### config.mk
export PLATFORM = sky130hd
export DESIGN_NAME = fixed_set_bank
export DESIGN_NICKNAME = d
export VERILOG_FILES = /design/src/rtl/fixed_set_pkg.sv /design/src/rtl/edge_sync.sv /design/src/rtl/fixed_set_bank.sv
export SDC_FILE = /design/constraint.sdc
export NUM_CORES = 1
export LEC_CHECK = 0
export CAP_MARGIN = 25
export CELL_PAD_IN_SITES_DETAIL_PLACEMENT = 1
export CELL_PAD_IN_SITES_GLOBAL_PLACEMENT = 1
export CORE_UTILIZATION = 30
export DETAILED_ROUTE_END_ITERATION = 7
export DONT_BUFFER_PORTS = 1
export PLACE_DENSITY = 0.56
export SLEW_MARGIN = 10
export SYNTH_ARGS = -nofsm -noshare
export SYNTH_HDL_FRONTEND = slang
export SYNTH_SLANG_ARGS = --single-unit
### constraint.sdc
create_clock -name clk -period 1.9 [get_ports clk]
set_input_delay 0.38 -clock clk [delete_from_list [all_inputs] [get_ports clk]]
set_output_delay 0.38 -clock clk [all_outputs]
set_load 0.005 [all_outputs]
### src/rtl/fixed_set_pkg.sv
// Shared definitions for the fixed-value bank:
//   state_t     - commit FSM states (IDLE, COMMIT)
//   DEFAULT_CH  - default number of init/step channels
//   DEFAULT_DW  - default width of each init/step value
package fixed_set_pkg;

   localparam int DEFAULT_CH = 4;
   localparam int DEFAULT_DW = 8;

   typedef enum logic {
      IDLE   = 1'b0,
      COMMIT = 1'b1
   } state_t;

endpackage

### src/rtl/edge_sync.sv
// Two-flop synchroniser with a registered rising-edge pulse.
// Ports:
//   clk    - sole clock
//   reset  - synchronous active-high reset
//   din    - asynchronous level input
//   rise   - one-cycle pulse, registered, following a low-to-high change of din
module edge_sync (
   input  logic clk,
   input  logic reset,
   input  logic din,
   output logic rise
);

   logic f0;
   logic f1;

   // f0/f1 form the synchroniser chain; the pulse is registered so that the
   // capture logic downstream sees a clean, glitch-free single-cycle strobe.
   always_ff @(posedge clk) begin
      if (reset) begin
         f0   <= 1'b0;
         f1   <= 1'b0;
         rise <= 1'b0;
      end else begin
         f0   <= din;
         f1   <= f0;
         rise <= f0 & ~f1;
      end
   end

endmodule

### src/rtl/fixed_set_bank.sv
// Double-buffered bank of per-channel init/step values.
// A rising edge on update_flag captures one channel into its shadow register;
// apply commits every pending shadow channel into the active registers.
// Ports:
//   clk, reset      - clock and synchronous active-high reset
//   update_flag     - level request, its rising edge captures one channel
//   ch_sel          - channel targeted by the capture
//   fixed_init      - init value to capture
//   fixed_step      - step value to capture (zero is rejected)
//   apply           - commit request, shadow to active for pending channels
//   clr_err         - clears err_sticky
//   fixed_init_out  - active init values, channel n at [n*DW +: DW]
//   fixed_step_out  - active step values, same packing
//   pending         - per-channel flag, shadow holds uncommitted data
//   busy            - commit in progress or queued
//   commit_done     - one-cycle pulse after a commit
//   err_sticky      - set by any rejected capture
module fixed_set_bank
   import fixed_set_pkg::*;
#(
   parameter int CH = DEFAULT_CH,
   parameter int DW = DEFAULT_DW,
   parameter int SW = (CH == 1) ? 1 : $clog2(CH)
) (
   input  logic            clk,
   input  logic            reset,
   input  logic            update_flag,
   input  logic [SW-1:0]   ch_sel,
   input  logic [DW-1:0]   fixed_init,
   input  logic [DW-1:0]   fixed_step,
   input  logic            apply,
   input  logic            clr_err,
   output logic [CH*DW-1:0] fixed_init_out,
   output logic [CH*DW-1:0] fixed_step_out,
   output logic [CH-1:0]   pending,
   output logic            busy,
   output logic            commit_done,
   output logic            err_sticky
);

   localparam logic [SW:0] CH_LIMIT = (SW+1)'(CH);

   state_t          state;
   logic            apply_q;
   logic            rise;
   logic            sel_valid;
   logic            cap_rej;
   logic [CH-1:0]   cap_mask;
   logic [DW-1:0]   shadow_init [CH];
   logic [DW-1:0]   shadow_step [CH];
   logic [DW-1:0]   active_init [CH];
   logic [DW-1:0]   active_step [CH];

   edge_sync u_update_sync (
      .clk   (clk),
      .reset (reset),
      .din   (update_flag),
      .rise  (rise)
   );

   // Decode the capture request: ch_sel may be wider than needed, so
   // out-of-range channels and a zero step turn the capture into a rejection.
   always_comb begin
      sel_valid = ({1'b0, ch_sel} < CH_LIMIT);
      cap_rej   = rise && !(sel_valid && (fixed_step != '0));
      cap_mask  = '0;
      for (int n = 0; n < CH; n++) begin
         if (rise && sel_valid && (fixed_step != '0) && (ch_sel == SW'(n))) begin
            cap_mask[n] = 1'b1;
         end
      end
   end

   // Capture, error tracking and the commit FSM. A capture landing on the
   // commit edge writes shadow while the commit copies the old shadow, and
   // the captured channel stays pending.
   always_ff @(posedge clk) begin
      if (reset) begin
         state       <= IDLE;
         apply_q     <= 1'b0;
         pending     <= '0;
         commit_done <= 1'b0;
         err_sticky  <= 1'b0;
         for (int n = 0; n < CH; n++) begin
            shadow_init[n] <= '0;
            shadow_step[n] <= '0;
            active_init[n] <= '0;
            active_step[n] <= '0;
         end
      end else begin
         commit_done <= 1'b0;

         for (int n = 0; n < CH; n++) begin
            if (cap_mask[n]) begin
               shadow_init[n] <= fixed_init;
               shadow_step[n] <= fixed_step;
            end
         end

         if (cap_rej) begin
            err_sticky <= 1'b1;
         end else if (clr_err) begin
            err_sticky <= 1'b0;
         end

         case (state)
            IDLE: begin
               pending <= pending | cap_mask;
               if (apply || apply_q) begin
                  apply_q <= 1'b0;
                  if (pending != '0) begin
                     state <= COMMIT;
                  end
               end
            end
            COMMIT: begin
               for (int n = 0; n < CH; n++) begin
                  if (pending[n]) begin
                     active_init[n] <= shadow_init[n];
                     active_step[n] <= shadow_step[n];
                  end
               end
               pending     <= cap_mask;
               commit_done <= 1'b1;
               state       <= IDLE;
               if (apply) begin
                  apply_q <= 1'b1;
               end
            end
            default: begin
               state <= IDLE;
            end
         endcase
      end
   end

   // Pack the active registers onto the flat output buses.
   always_comb begin
      fixed_init_out = '0;
      fixed_step_out = '0;
      for (int n = 0; n < CH; n++) begin
         fixed_init_out[n*DW +: DW] = active_init[n];
         fixed_step_out[n*DW +: DW] = active_step[n];
      end
   end

   assign busy = (state == COMMIT) || apply_q;

endmodule

==> metrics.yaml <==
detailed_routing:
  drt_first_pass_iters: 4
  wl_per_cell_um: 20.5
  drt_iter0_drc: 200
  ant_nets: 0
  drcViolationCount: 0
  wl_um: 11800
  vias: 2678
  viasPerCell: 4.66
setup_path:
  cp_slowest_stage_delay_ns: 0.49
  r2r_cells: 3
  r2r_start: "u_update_sync.rise"
  cp_max_fo: 9
  cpLargestDelayFamily: "simple AND/OR/NAND/NOR gates"
  endpoint_kind: "flip-flop"
  cp.required_ns: 2.19
  arrival_ns: 1.89
  path_cells: "and4bb_2, a21boi_2, and2_1"
  crit_path_start_kind: "flip-flop"
  path_buf_inv: 0
  rrSetupSlack_ns: 0.29
  crit_type: "flip-flop to flip-flop"
  reg2reg_to: "shadow_init[1][7]"
  cp_slowest_cell: "dfxtp_1"
power:
  p_per_area_nw_per_um2: 1130
  power_uw: 7090
  p_leak_uw: 0.00253
  vdd_drop_max_mv: 0.674
timing:
  finalSetupViolCount: 0
  hold_viol: 0
  setup_tns_ns: 0
  clock.fmax_ghz: 0.623
  final_max_slew_viol_count: 0
  tightest_slew_ns: 0.712
  post-route-period-util_pct: 84.5
  grt_setup_unrepaired: "no"
  relSlewSlack_pct: 52.5
  worst_clock_skew_ns: 0.00509
  period_needed_ns: 1.61
hold_path:
  hold_path.class: "input pin to flip-flop"
  min_path_cells: 1
  hold_start: "reset"
  holdPathEnd: "u_update_sync.f0"
clocking:
  clock_latency_ns: 0.42
  clock-root-buffer: "clkbuf_16"
  cts_tree: "done"
  clockBufferDepth: 2
  cts_resized: 0
  cts_buffers: 17
  clkSinkCount: 139
  post-cts-setup-buffers: 0
  h-tree-depth: 4
  path_clk_slew_ns: 0.06
place:
  place_area_um2: 5610
  hpwl_um: 7990
  dp_cells: 542
  io_buffers: 0
  globalplace.congestion: 0.743
synthesis:
  syn_inst: 319
  synth_area_leaders: "edfxtp_1, and3_1, and2_1"
  yosysTopAreaCellShare_pct: 72.8
  synth_top_family_by_area: "simple AND/OR/NAND/NOR gates"
  synth-simple-area-share_pct: 18.7
  synth.distinct_cells: 26
  synth_top_cell_by_area: "edfxtp_1"
  ys_seq_area_share_pct: 76.9
  ys_warn_count: 0
  synth-xor-area-share_pct: 0
  syn-cell-area_um2: 5280
  synth-compound-area-share_pct: 2.99
  syn_avg_cell_area_um2: 16.6
  synthAdderAreaFrac_pct: 0
  synthMuxAreaShare_pct: 0
  ys_seq_elements: 139
  synth_nets: 342
global_routing:
  grt_pass1_vias: 2841
  grt_pass1_wl_um: 17600
  grt_overflow: 0
  grt_usage_pct: 14.1
  grt_max_degree: 67
  antenna_found_initial: 0
finish:
  fin_cells: 575
  drive_gt1_share_pct: 20.9
  most-common-layout-cells: "edfxtp_1, and3_1, and2_1"
  diodes: 0
  area_growth_pct: 18.3
  mostFrequentLayoutCell: "edfxtp_1"
  nNetsFinal: 360
  fin_area_um2: 6250
die:
  ioPinCount: 94
  core-area_um2: 17200
  die-area_um2: 18100
  start_util_pct: 30.6
  die_h_um: 135
  rows: 48
  die_width_um: 135
outcome:
  status: "finished clean"
run:
  cap_violations: 0
==> worst max-delay path by stage <==
stage | slack, ns | cells past startpoint | startpoint | end
CTS | 0.28 | 3 | u_update_sync.rise | shadow_init[1][7]
detailed placement | 0.18 | 3 | fixed_step[3] | shadow_init[3][3]
floorplan | 0.19 | 3 | fixed_step[5] | shadow_init[2][0]
global route | 0.16 | 3 | u_update_sync.rise | shadow_init[1][7]
finish | 0.29 | 3 | u_update_sync.rise | shadow_init[1][7]
global placement | 0.24 | 3 | fixed_step[5] | shadow_init[3][6]
==> flip-flops by register name, indices dropped and copies added (netlist names) <==
signal	flops
active_init	32
active_step	32
apply_q	1
commit_done	1
err_sticky	1
pending	4
shadow_init	32
shadow_step	32
state	1
u_update_sync.f0	1
u_update_sync.f1	1
u_update_sync.rise	1
==> metal layers <==
metal	track usage, %	wire length (um)	vias up	share of wire (%)
li1	-	-	1231	-
met1	14.6	4520	1352	38
met2	24.0	6090	83	52
met3	7.62	977	12	8.3
met4	4.87	169	0	1.4
met5	0	0	-	0
==> synth_stat cells <==
cell type and instances:
and4bb_2 2, inv_1 3, and3_1 64, nand2_2 1
or2_2 1, and2_1 49, nor2b_1 5, and4b_2 1
dfxtp_1 11, a21o_1 7, buf_1 1, nor4_4 2
buf_2 1, a41o_1 2, buf_4 1, nor2_1 3
a21o_2 1, nor4_1 2, and2_2 15, clkbuf_2 1
a21boi_2 4, nor4b_4 1, a41o_2 2, edfxtp_1 128
clkbuf_1 10, a32oi_1 1
==> through the flow <==
| step | utilization (%) | hold slack (ns) | setup WS, ns |
|---|---|---|---|
| after CTS | 36.3 | 0.0000424 | 0.283 |
| final | 36.3 | 0.0271 | 0.295 |
| after detailed placement | 32.6 | 0.374 | 0.184 |
| after floorplan | - | 0.367 | 0.189 |
| after global routing | 36.3 | 0.00111 | 0.156 |
| after global placement | 32.6 | 0.375 | 0.243 |
==> area by class of cell <==
class	instances	area (um^2)
multi-input cells	163	1150
flip-flops and latches	139	4060
clock inverters	14	196
inverters	3	11.3
well taps	225	282
repair buffers	13	113
fillers	1703	11000
clock buffers	18	429
==> power by group <==
group	switching (uW)	internal [uW]	total (uW)
Clock	1260	2200	3460
Combinational	91.7	35.4	127
Sequential	49.6	3450	3500
Total	1400	5690	7090
==> kinds of logic (layout without fill, tap and decap cells) <==
| family | Yosys count | in the layout |
|---|---|---|
| and+or+nand+nor | 146 | 146 |
| AOI/OAI and AO/OA | 17 | 17 |
| DFF | 139 | 139 |
| buffers and inverters | 17 | 48 |
==> what timing repair did <==
action / 4_1_cts / 5_1_grt
hold buffers: 1 / 0
hold endpoints to repair: 1 / 0
endpoints found under the setup margin: 0 / 0
No activity file was read; power rests on OpenSTA's default activity.
==> edit, RTL diff (same settings) <==
Change the package constant `DEFAULT_DW` from 8 to 6.
--- a/src/rtl/fixed_set_pkg.sv
+++ b/src/rtl/fixed_set_pkg.sv
@@ -5,7 +5,7 @@
 package fixed_set_pkg;
 
    localparam int DEFAULT_CH = 4;
-   localparam int DEFAULT_DW = 8;
+   localparam int DEFAULT_DW = 6;
 
    typedef enum logic {
       IDLE   = 1'b0,
Ports: changed (resized fixed_init, fixed_init_out, fixed_step and fixed_step_out); port bits go from 94 to 74. The function was not compared with the original's and may differ.
==> edit against the unedited design <==
Sequential share of layout area rose by 2.5 points; total power fell by 34%; setup slack improved by 0.12 ns; sequential cell count shrank 32; cell area down 26%; via count shrank 23%; routed wire length decreased by 26%; clock power is 46% lower; sequential power is 23% lower; combinational power shrank 26%; hold slack gained 0.070 ns; non-clock buffer count is 4 lower; area after synthesis down 23%; largest power group unchanged.
==> edit: results (changes against the unedited design) <==
* DP Wirelength at 6.01 mm (-25%)
* Starting DRC count in detailed routing at 123 (-39%)
* Multi-input gates at 131 (-20%)
* Arr. time, crit path at 1.70 ns (-0.19 ns)
* Crit path capture: shadow_init[3][0]
* # clk buffers at 12 (-6)
* Final WL at 8.72 mm (-26%)
* Worst rel slew slack at 63.4% (+11 points)
* H-tree lvl count at 3 (-1)
* Global-route wire length before repair at 12.9 mm (-26%)
* Number of synthesized flops with an enable pin at 96 (-25%)
* Via count at 2067 (-23%)
* Net Count, Synth at 272 (-20%)
* Global routing usage on met3 at 5.41% (-2.2 points)
* Peak VDD IR at 0.418 mV (-38%)
* Pre-CTS WS at 0.282 ns (+0.0981 ns)
* Clock Skew at 0.00791 ns (+0.00282 ns)
* Compound-Gate Fraction of Synth Area at 3.80% (+0.81 points)
* Clk_lat worst skew at 0.34 ns (-0.08 ns)
* Buffering overhead at 1.47% (-0.33 points)
* Status: finished, final reports clean
* Largest cells by area after synthesis: edfxtp_1 71%, and2_1 7.4%, and3_1 7.4%
* Register area share after synthesis at 76.5% (-0.43 points)
* Share of cells above drive strength 1 at 12.4% (-8.5 points)
* Met2 WL at 4.04 mm (-34%)
* Synth top cells by count: 96 x edfxtp_1, 48 x and2_1, 48 x and3_1
* Fraction of area in registers at 67.5% (+2.5 points)
* Static leakage at 1.87 nW (-26%)
-- edit: cell types whose count changed in the layout (fill, tap and decap cells not counted), sizes merged --
| cell | change |
|---|---|
| clkbuf | -6 |
| buf | -3 |
| nor4 | -1 |
| and3 | -16 |
| nor2 | +1 |
| clkinvlp | -1 |
| dlygate4sd3 | -1 |
| clkinv | -5 |
| and2 | -16 |
| inv | -1 |
| bufinv | -3 |
| edfxtp | -32 |
-- edit: through the flow --
step           hold slack [ns]  instance area (um2)  instances
3_5_place_dp             0.379                 4300        426
6_report                0.0967                 4600        442
2_1_floorplan            0.367                 4060        253
5_1_grt                 0.0887                 4600        442
4_1_cts                 0.0839                 4600        442
3_3_place_gp             0.373                 4300        426
-- edit: power by group through the flow --
stage	logic, mW	clock network [mW]	registers, mW
2_1_floorplan	0.0702	0	2.72
3_3_place_gp	0.0922	0	2.73
3_5_place_dp	0.0958	0	2.74
4_1_cts	0.0962	1.91	2.68
5_1_grt	0.104	2.00	2.69
6_report	0.0936	1.87	2.68
